[config.mk]
export PLATFORM = sky130hd
export DESIGN_NAME = mouse_tracker
export DESIGN_NICKNAME = d
export VERILOG_FILES = /design/src/rtl/mouse_tracker.sv
export SDC_FILE = /design/constraint.sdc
export NUM_CORES = 2
export LEC_CHECK = 0
export ABC_AREA = 1
export CAP_MARGIN = 15
export CORE_ASPECT_RATIO = 0.9
export CORE_MARGIN = 5
export CORE_UTILIZATION = 45
export CTS_BUF_LIST = sky130_fd_sc_hd__clkbuf_8
export DETAILED_ROUTE_END_ITERATION = 10
export PLACE_DENSITY_LB_ADDON = 0.05
export SYNTH_ARGS = -nofsm -noshare
export SYNTH_HDL_FRONTEND = slang
export SYNTH_SLANG_ARGS = --single-unit
export TNS_END_PERCENT = 5
[constraint.sdc]
create_clock -name Clk -period 6.6 [get_ports Clk]
set_input_delay 0.99 -clock Clk [delete_from_list [all_inputs] [get_ports Clk]]
set_output_delay 0.99 -clock Clk [all_outputs]
set_load 0.005 [all_outputs]
[src/rtl/mouse_tracker.sv]
// mouse_tracker: PS/2 mouse position tracker with per-axis scaling, optional window
// clamping and a button-event FIFO, all on an 8-bit-address register bus.
module mouse_tracker #(
    parameter int POS_W      = 32,
    parameter int SCALE_W    = 8,
    parameter int FIFO_DEPTH = 8
) (
    input  logic        Clk,
    input  logic        Reset,
    input  logic [7:0]  Addr,
    input  logic [31:0] WrData,
    output logic [31:0] RdData,
    input  logic        RD,
    input  logic        WR,
    input  logic        PktValid,
    output logic        PktReady,
    input  logic [2:0]  PktButtons,
    input  logic [8:0]  PktDx,
    input  logic [8:0]  PktDy,
    output logic        Irq
);
    localparam int PW = 10 + SCALE_W;
    localparam int SW = POS_W + 2;
    localparam int AW = $clog2(FIFO_DEPTH);

    // Add in POS_W+2 bits so saturation sees the true sum; MIN>MAX collapses to MIN.
    function automatic logic [POS_W-1:0] step(input logic [POS_W-1:0] pos, input logic [PW-1:0] prod,
                                              input logic [POS_W-1:0] lo, input logic [POS_W-1:0] hi,
                                              input logic clamp);
        logic signed [SW-1:0] s, l, h;
        s = SW'($signed(pos)) + SW'($signed(prod));
        l = SW'($signed(lo));
        h = SW'($signed(hi));
        return !clamp ? s[POS_W-1:0] : (l > h || s < l) ? lo : s > h ? hi : s[POS_W-1:0];
    endfunction

    logic [POS_W-1:0]   pos_x_q, pos_x_d, pos_y_q, pos_y_d;
    logic [POS_W-1:0]   min_x_q, min_x_d, max_x_q, max_x_d, min_y_q, min_y_d, max_y_q, max_y_d;
    logic [SCALE_W-1:0] scale_x_q, scale_x_d, scale_y_q, scale_y_d;
    logic [3:0]         ctrl_q, ctrl_d;
    logic [2:0]         btn_q, btn_d;
    logic [8:0]         dx_q, dx_d, dy_q, dy_d;
    logic               in_v_q, in_v_d, p_v_q, p_v_d, ovf_q, ovf_d;
    logic [PW-1:0]      px_q, px_d, py_q, py_d, mx, my;
    logic [AW:0]        rp_q, rp_d, wp_q, wp_d;
    logic [31:0]        rdata_q, rdata_d, rmux;
    logic [5:0]         mem_q [FIFO_DEPTH];
    logic               accept, empty, full, push, pop, push_ok, wr_px, wr_py, rd_st;

    assign PktReady = ctrl_q[0] & ~in_v_q & ~Reset;
    assign accept   = PktValid & PktReady;
    assign empty    = rp_q == wp_q;
    assign full     = (rp_q[AW] != wp_q[AW]) && (rp_q[AW-1:0] == wp_q[AW-1:0]);
    assign push     = accept && PktButtons != btn_q;
    assign pop      = RD && Addr == 8'h0A && !empty;
    assign push_ok  = push && (!full || pop);
    assign rd_st    = RD && Addr == 8'h02;
    assign wr_px    = WR && Addr == 8'h00;
    assign wr_py    = WR && Addr == 8'h01;
    assign Irq      = ctrl_q[3] & (~empty | ovf_q);
    assign RdData   = rdata_q;
    assign mx       = PW'($signed(dx_q)) * PW'(scale_x_q);
    assign my       = PW'($signed(dy_q)) * PW'(scale_y_q);

    always_comb begin
        rmux = '0;
        case (Addr)
            8'h00:   rmux = 32'($signed(pos_x_q));
            8'h01:   rmux = 32'($signed(pos_y_q));
            8'h02:   rmux = {26'b0, ovf_q, full, empty, btn_q};
            8'h03:   rmux = 32'(scale_x_q);
            8'h04:   rmux = 32'(scale_y_q);
            8'h05:   rmux = 32'($signed(min_x_q));
            8'h06:   rmux = 32'($signed(max_x_q));
            8'h07:   rmux = 32'($signed(min_y_q));
            8'h08:   rmux = 32'($signed(max_y_q));
            8'h09:   rmux = {28'b0, ctrl_q};
            8'h0A:   rmux = empty ? 32'b0 : {1'b1, 25'b0, mem_q[rp_q[AW-1:0]]};
            default: rmux = '0;
        endcase
    end

    always_comb begin
        in_v_d    = accept;
        dx_d      = accept ? PktDx : dx_q;
        dy_d      = accept ? PktDy : dy_q;
        p_v_d     = in_v_q;
        px_d      = in_v_q ? mx : px_q;
        py_d      = in_v_q ? (ctrl_q[2] ? -my : my) : py_q;
        pos_x_d   = wr_px ? WrData[POS_W-1:0] : p_v_q ? step(pos_x_q, px_q, min_x_q, max_x_q, ctrl_q[1]) : pos_x_q;
        pos_y_d   = wr_py ? WrData[POS_W-1:0] : p_v_q ? step(pos_y_q, py_q, min_y_q, max_y_q, ctrl_q[1]) : pos_y_q;
        scale_x_d = WR && Addr == 8'h03 ? WrData[SCALE_W-1:0] : scale_x_q;
        scale_y_d = WR && Addr == 8'h04 ? WrData[SCALE_W-1:0] : scale_y_q;
        min_x_d   = WR && Addr == 8'h05 ? WrData[POS_W-1:0] : min_x_q;
        max_x_d   = WR && Addr == 8'h06 ? WrData[POS_W-1:0] : max_x_q;
        min_y_d   = WR && Addr == 8'h07 ? WrData[POS_W-1:0] : min_y_q;
        max_y_d   = WR && Addr == 8'h08 ? WrData[POS_W-1:0] : max_y_q;
        ctrl_d    = WR && Addr == 8'h09 ? WrData[3:0] : ctrl_q;
        btn_d     = accept ? PktButtons : btn_q;
        rp_d      = rp_q + (AW+1)'(pop);
        wp_d      = wp_q + (AW+1)'(push_ok);
        ovf_d     = (ovf_q & ~rd_st) | (push & ~push_ok);
        rdata_d   = RD ? rmux : rdata_q;
    end

    always_ff @(posedge Clk) begin
        if (Reset) begin
            pos_x_q   <= '0;
            pos_y_q   <= '0;
            scale_x_q <= SCALE_W'(1);
            scale_y_q <= SCALE_W'(1);
            min_x_q   <= {1'b1, {(POS_W-1){1'b0}}};
            max_x_q   <= {1'b0, {(POS_W-1){1'b1}}};
            min_y_q   <= {1'b1, {(POS_W-1){1'b0}}};
            max_y_q   <= {1'b0, {(POS_W-1){1'b1}}};
            ctrl_q    <= 4'h1;
            btn_q     <= '0;
            dx_q      <= '0;
            dy_q      <= '0;
            in_v_q    <= 1'b0;
            p_v_q     <= 1'b0;
            px_q      <= '0;
            py_q      <= '0;
            rp_q      <= '0;
            wp_q      <= '0;
            ovf_q     <= 1'b0;
            rdata_q   <= '0;
        end else begin
            pos_x_q   <= pos_x_d;
            pos_y_q   <= pos_y_d;
            scale_x_q <= scale_x_d;
            scale_y_q <= scale_y_d;
            min_x_q   <= min_x_d;
            max_x_q   <= max_x_d;
            min_y_q   <= min_y_d;
            max_y_q   <= max_y_d;
            ctrl_q    <= ctrl_d;
            btn_q     <= btn_d;
            dx_q      <= dx_d;
            dy_q      <= dy_d;
            in_v_q    <= in_v_d;
            p_v_q     <= p_v_d;
            px_q      <= px_d;
            py_q      <= py_d;
            rp_q      <= rp_d;
            wp_q      <= wp_d;
            ovf_q     <= ovf_d;
            rdata_q   <= rdata_d;
        end
    end

    always_ff @(posedge Clk) begin
        if (push_ok) mem_q[wp_q[AW-1:0]] <= {btn_q, PktButtons};
    end
endmodule

==> results_tabular.tex <==
\begin{tabular}{lr}
\hline
Metric & Value \\
\hline
\multicolumn{2}{l}{\textbf{Route}} \\
First-pass detailed-route iteration total & 6 \\
DR vias & approximately 30k \\
DR WL/cell & around 20 µm \\
Final ANT Viol Nets & 0 \\
Remaining routing DRC violations & 0 \\
Post-DR vias/cell & approximately 5.4 \\
Initial DRC Count & 2524 \\
Total wire length & $\sim$110 mm \\
\multicolumn{2}{l}{\textbf{Clock tree}} \\
Maximum clock path buffer count & 3 \\
CTS Buf Count & roughly 70 \\
Clk sinks & between 300 and 400 \\
Clock insertion delay at the later pin of the skew report & 680 ps \\
Number of levels in the clock H-tree & 3 \\
Post CTS Setup Buffer Count & 0 \\
Clock root buffer master & sky130\_fd\_sc\_hd\_\_clkbuf\_8 \\
Clock tree from TritonCTS & done \\
Post-cts repair resize count & 0 \\
Clock transition at the registers of the reported paths & approximately 60 ps \\
Number of buffers inserted by hold repair at cts & 0 \\
\multicolumn{2}{l}{\textbf{Pwr}} \\
Proportion of total power due to net switching & 0.3179 \\
Pwr Total & between 5000 and 6000 µW \\
Internal Dissipation & $\sim$3700 µW \\
Net Sw Power & around 1700 µW \\
Peak supply drop & about 0.15 mV \\
Sequential power share & 0.419 \\
P per Cell Area & roughly 160 nW/µm² \\
Lkg Pwr & around 0.018 µW \\
Clock power share & 0.409 \\
Comb pwr share & 0.172 \\
\multicolumn{2}{l}{\textbf{Floorplanning}} \\
Total I/O pin count & 100 \\
Std-Cell Core Area & 70330 µm² \\
Effective utilization at floorplan & 0.4553 \\
Horiz. Die Dim & about 290 µm \\
Die Outline Area & roughly 77000 µm² \\
Vert. Die Dim & roughly 260 µm \\
Standard-cell row count & 92 \\
\multicolumn{2}{l}{\textbf{Worst hold path}} \\
Start point of the worst min-delay path & RdData[17]\$\_SDFFE\_PP0P\_ \\
Terminating pin of the worst hold path & RdData[17]\$\_SDFFE\_PP0P\_ \\
Cell depth of the worst min-delay path & 2 \\
Class of the worst hold path & flip-flop to flip-flop \\
\multicolumn{2}{l}{\textbf{Yosys}} \\
Post-synthesis sequential area ratio & 0.2401 \\
Cell taking the most area after synthesis & sky130\_fd\_sc\_hd\_\_dfxtp\_1 \\
Register bit total from synthesis & 360 \\
Dominant cells by area after synthesis & sky130\_fd\_sc\_hd\_\_dfxtp\_1 (20\%), sky130\_fd\_sc\_hd\_\_nand2\_1 (15\%), sky130\_fd\_sc\_hd\_\_ha\_1 (13\%) \\
Fraction of post-synthesis cell area in the top cell type by area & 0.1951 \\
Post-Syn Area & roughly 32000 µm² \\
Gate Count Post-Synth & $\sim$4.7k \\
Yosys warnings & 0 \\
Avg Inst Size Synth & between 6 and 7 µm² \\
Share of async-settable or async-resettable flops after synthesis & 0 \\
Number of flops mapped to enable cells by yosys & 48 \\
Top flip-flop cell by instance count after synthesis & sky130\_fd\_sc\_hd\_\_dfxtp\_1 \\
Number of nets produced by synthesis & 5270 \\
Count of different cell masters after synthesis & 56 \\
\multicolumn{2}{l}{\textbf{Global route}} \\
Tot GR Track Use & 0.2916 \\
Largest net degree at the start of global routing & between 80 and 90 \\
First-pass GRT wire length & 175.9 mm \\
Gr ovfl total & 0 \\
Vias in the first global route & a little under 30k \\
Number of antenna violations at the first check in global routing & 3 \\
\multicolumn{2}{l}{\textbf{STA}} \\
Max Clk Rate & 185.9 MHz \\
Worst hold margin & between 400 and 500 ps \\
Number of slew-limit violations in the final report & 0 \\
Slew at the pin closest to its max-slew limit & 1235 ps \\
Slew HR & 0.1738 \\
Final number of hold-violating endpoints & 0 \\
Skew final & approximately 46 ps \\
Total Negative Setup Slacks & 0 ps \\
Unrepaired setup endpoints after global routing & false \\
Final setup violation count & 0 \\
Final critical-path required period & between 5000 and 6000 ps \\
Post-route clock period utilization & 0.8149 \\
\multicolumn{2}{l}{\textbf{Worst setup path}} \\
Worst-path fanout max & 11 \\
Critical path type & flip-flop to flip-flop \\
Data arrival time of the critical path & between 5000 and 6000 ps \\
Cell Chain, Critical Path & nand2\_1 -> inv\_1 -> fa\_1 -> inv\_1 -> fa\_1 -> inv\_1 -> fa\_1 -> inv\_1 -> fa\_1 -> inv\_1 -> ha\_1 -> inv\_1 -> nor3\_1 -> nand3\_1 -> nand3\_1 -> xor2\_1 -> nor2\_1 -> nand3\_1 -> a21oi\_1 -> nor2\_1 -> nor2\_1 \\
Critical Path Max Stage Delay & between 600 and 700 ps \\
Worst setup startpoint & scale\_y\_q[0]\$\_SDFFE\_PP1P\_ \\
Number of cells traversed by the worst register-to-register path & 21 \\
Reg-to-Reg End & py\_q[17]\$\_SDFFE\_PP0P\_ \\
Startpoint of the most critical register-to-register path & scale\_y\_q[0]\$\_SDFFE\_PP1P\_ \\
Launching element type of the critical path & flip-flop \\
Crit path top cell by count & sky130\_fd\_sc\_hd\_\_inv\_1 \\
Register-to-register path setup slack & 1220 ps \\
Slowest stage cell on the critical path & sky130\_fd\_sc\_hd\_\_fa\_1 \\
Setup crit end kind & flip-flop \\
CP Data Required Time & 7150 ps \\
\multicolumn{2}{l}{\textbf{Run status}} \\
Result of the run & finished clean \\
\multicolumn{2}{l}{\textbf{Finish}} \\
Finished layout cell area & around 35000 µm² \\
Growth of design area from synthesis to finish & 9.226\% \\
Layout net count & 5276 \\
Filler cells & 7247 \\
Final Util & 0.4973 \\
Share of final-layout standard cells stronger than drive strength 1 & 0.03935 \\
\multicolumn{2}{l}{\textbf{Placed design}} \\
Global placement routability congestion & roughly 0.94 \\
Count of input and output buffers & between 90 and 100 \\
Post-detailed-placement cell area & 33600 µm² \\
Final HPWL from detailed placement & $\sim$90 mm \\
\multicolumn{2}{l}{\textbf{Run}} \\
Max\_cap viols & 0 \\
\hline
\end{tabular}
registers in the layout, summed over array words and instances, names as in the netlist:
register / cells
mem_q: 48
RdData: 32
max_x_q: 32
max_y_q: 32
min_x_q: 32
min_y_q: 32
pos_x_q: 32
pos_y_q: 32
px_q: 18
py_q: 18
dx_q: 9
dy_q: 9
scale_x_q: 8
scale_y_q: 8
ctrl_q: 4
rp_q: 4
wp_q: 4
btn_q: 3
in_v_q: 1
ovf_q: 1
p_v_q: 1
power groups by stage:
stage / combinational [µW] / sequential, µW / clock (µW)
4_1_cts: 928 / 2300 / 2290
3_5_place_dp: 924 / 2350 / 0
2_1_floorplan: 650 / 2310 / 0
3_3_place_gp: 924 / 2350 / 0
6_report: 944 / 2300 / 2250
5_1_grt: 1050 / 2300 / 2380
metal layers:
| layer | track usage | share of wire | up-vias | routed length [µm] |
|---|---|---|---|---|
| met1 | 0.4248 | 0.47 | 14258 | 53430 |
| met5 | 0 | 0 | - | 0 |
| li1 | - | - | 15388 | - |
| met3 | 0.07653 | 0.098 | 177 | 11290 |
| met2 | 0.4318 | 0.41 | 1102 | 47050 |
| met4 | 0.07004 | 0.026 | 0 | 2990 |
layout make-up:
type	count	area [µm²]	share of cell area
Tap cell	940	1176	0.03363
Timing Repair Buffer	127	1199	0.03427
Inverter	814	3058	0.08743
Antenna cell	1	2.502	0.00007155
Multi-Input combinational cell	3379	20480	0.5856
Sequential cell	360	7690	0.2199
Clock buffer	84	1156	0.03306
Clock inverter	39	211.5	0.006046
layout by cell type (no fill, tap or decap), types with 73 or more instances in the layout:
cell / netlist / final
sky130_fd_sc_hd__dfxtp_1: 312 / 310
sky130_fd_sc_hd__o211ai_1: 73 / 73
sky130_fd_sc_hd__clkdlybuf4s50_1: 0 / 98
sky130_fd_sc_hd__inv_1: 799 / 822
sky130_fd_sc_hd__nand3_1: 189 / 189
sky130_fd_sc_hd__nor2_1: 274 / 269
sky130_fd_sc_hd__o21ai_0: 264 / 264
sky130_fd_sc_hd__ha_1: 335 / 335
sky130_fd_sc_hd__a21oi_1: 433 / 433
sky130_fd_sc_hd__clkbuf_8: 0 / 84
sky130_fd_sc_hd__fa_1: 122 / 122
sky130_fd_sc_hd__o22ai_1: 78 / 78
sky130_fd_sc_hd__nand2_1: 1278 / 1277
worst max-delay path by stage:
| stage | to | cells after the start | slack [ps] |
|---|---|---|---|
| 4_1_cts | py_q[17]$_SDFFE_PP0P_ | 21 | 1170 |
| 5_1_grt | py_q[17]$_SDFFE_PP0P_ | 23 | 790 |
| 6_report | py_q[17]$_SDFFE_PP0P_ | 21 | 1220 |
| 2_1_floorplan | py_q[16]$_SDFFE_PP0P_ | 23 | 1840 |
| 3_3_place_gp | py_q[17]$_SDFFE_PP0P_ | 22 | 1240 |
| 3_5_place_dp | py_q[17]$_SDFFE_PP0P_ | 21 | 1200 |
critical path, delay by kind of cell, from the launching register on:
kind            cells  cell delay (ps)
simple gates        8             1200
flops               1              450
fa+ha+maj           5             2670
buf+inv             6              560
compound gates      1               80
xor+xnor            1              300
Yosys cell counts, types with 10 or more instances:
cell / instances
sky130_fd_sc_hd__nand4_1: 29
sky130_fd_sc_hd__inv_2: 13
sky130_fd_sc_hd__fa_1: 122
sky130_fd_sc_hd__or2_2: 10
sky130_fd_sc_hd__o32ai_1: 12
sky130_fd_sc_hd__o22ai_1: 78
sky130_fd_sc_hd__a21oi_1: 433
sky130_fd_sc_hd__buf_1: 11
sky130_fd_sc_hd__o21ai_1: 13
sky130_fd_sc_hd__xor2_1: 57
sky130_fd_sc_hd__xnor2_1: 27
sky130_fd_sc_hd__inv_1: 799
sky130_fd_sc_hd__edfxtp_1: 48
sky130_fd_sc_hd__nand2_1: 1278
sky130_fd_sc_hd__o211ai_1: 73
sky130_fd_sc_hd__buf_2: 35
sky130_fd_sc_hd__nand3_1: 189
sky130_fd_sc_hd__a21o_1: 12
sky130_fd_sc_hd__nor3_1: 31
sky130_fd_sc_hd__clkbuf_1: 140
sky130_fd_sc_hd__o21a_1: 10
sky130_fd_sc_hd__o21bai_1: 14
sky130_fd_sc_hd__o221ai_1: 10
sky130_fd_sc_hd__nor2_1: 274
sky130_fd_sc_hd__a221oi_1: 15
sky130_fd_sc_hd__dfxtp_1: 312
sky130_fd_sc_hd__o31ai_1: 20
sky130_fd_sc_hd__o21ai_0: 264
sky130_fd_sc_hd__ha_1: 335
cell families (layout without fill, tap and decap cells):
| logic type | Yosys count | count (layout) | share of synthesized area |
|---|---|---|---|
| adders and majority gates | 457 | 457 | 0.2072 |
| AOI/OAI and AO/OA | 983 | 983 | 0.1736 |
| DFF | 360 | 360 | 0.2401 |
| buffers and inverters | 1008 | 1064 | 0.1211 |
| xor gates and xnor gates | 84 | 84 | 0.02298 |
| other | 0 | 1 | 0 |
| and+or+nand+nor | 1855 | 1855 | 0.2351 |
stage by stage:
step | std cells | worst slack (ps)
after floorplan | 4747 | 1840
after global placement | 5620 | 1241
after detailed placement | 5620 | 1199
after CTS | 5743 | 1167
after global routing | 5744 | 785.5
final | 5744 | 1222
Power figures use the tool's default switching activity.
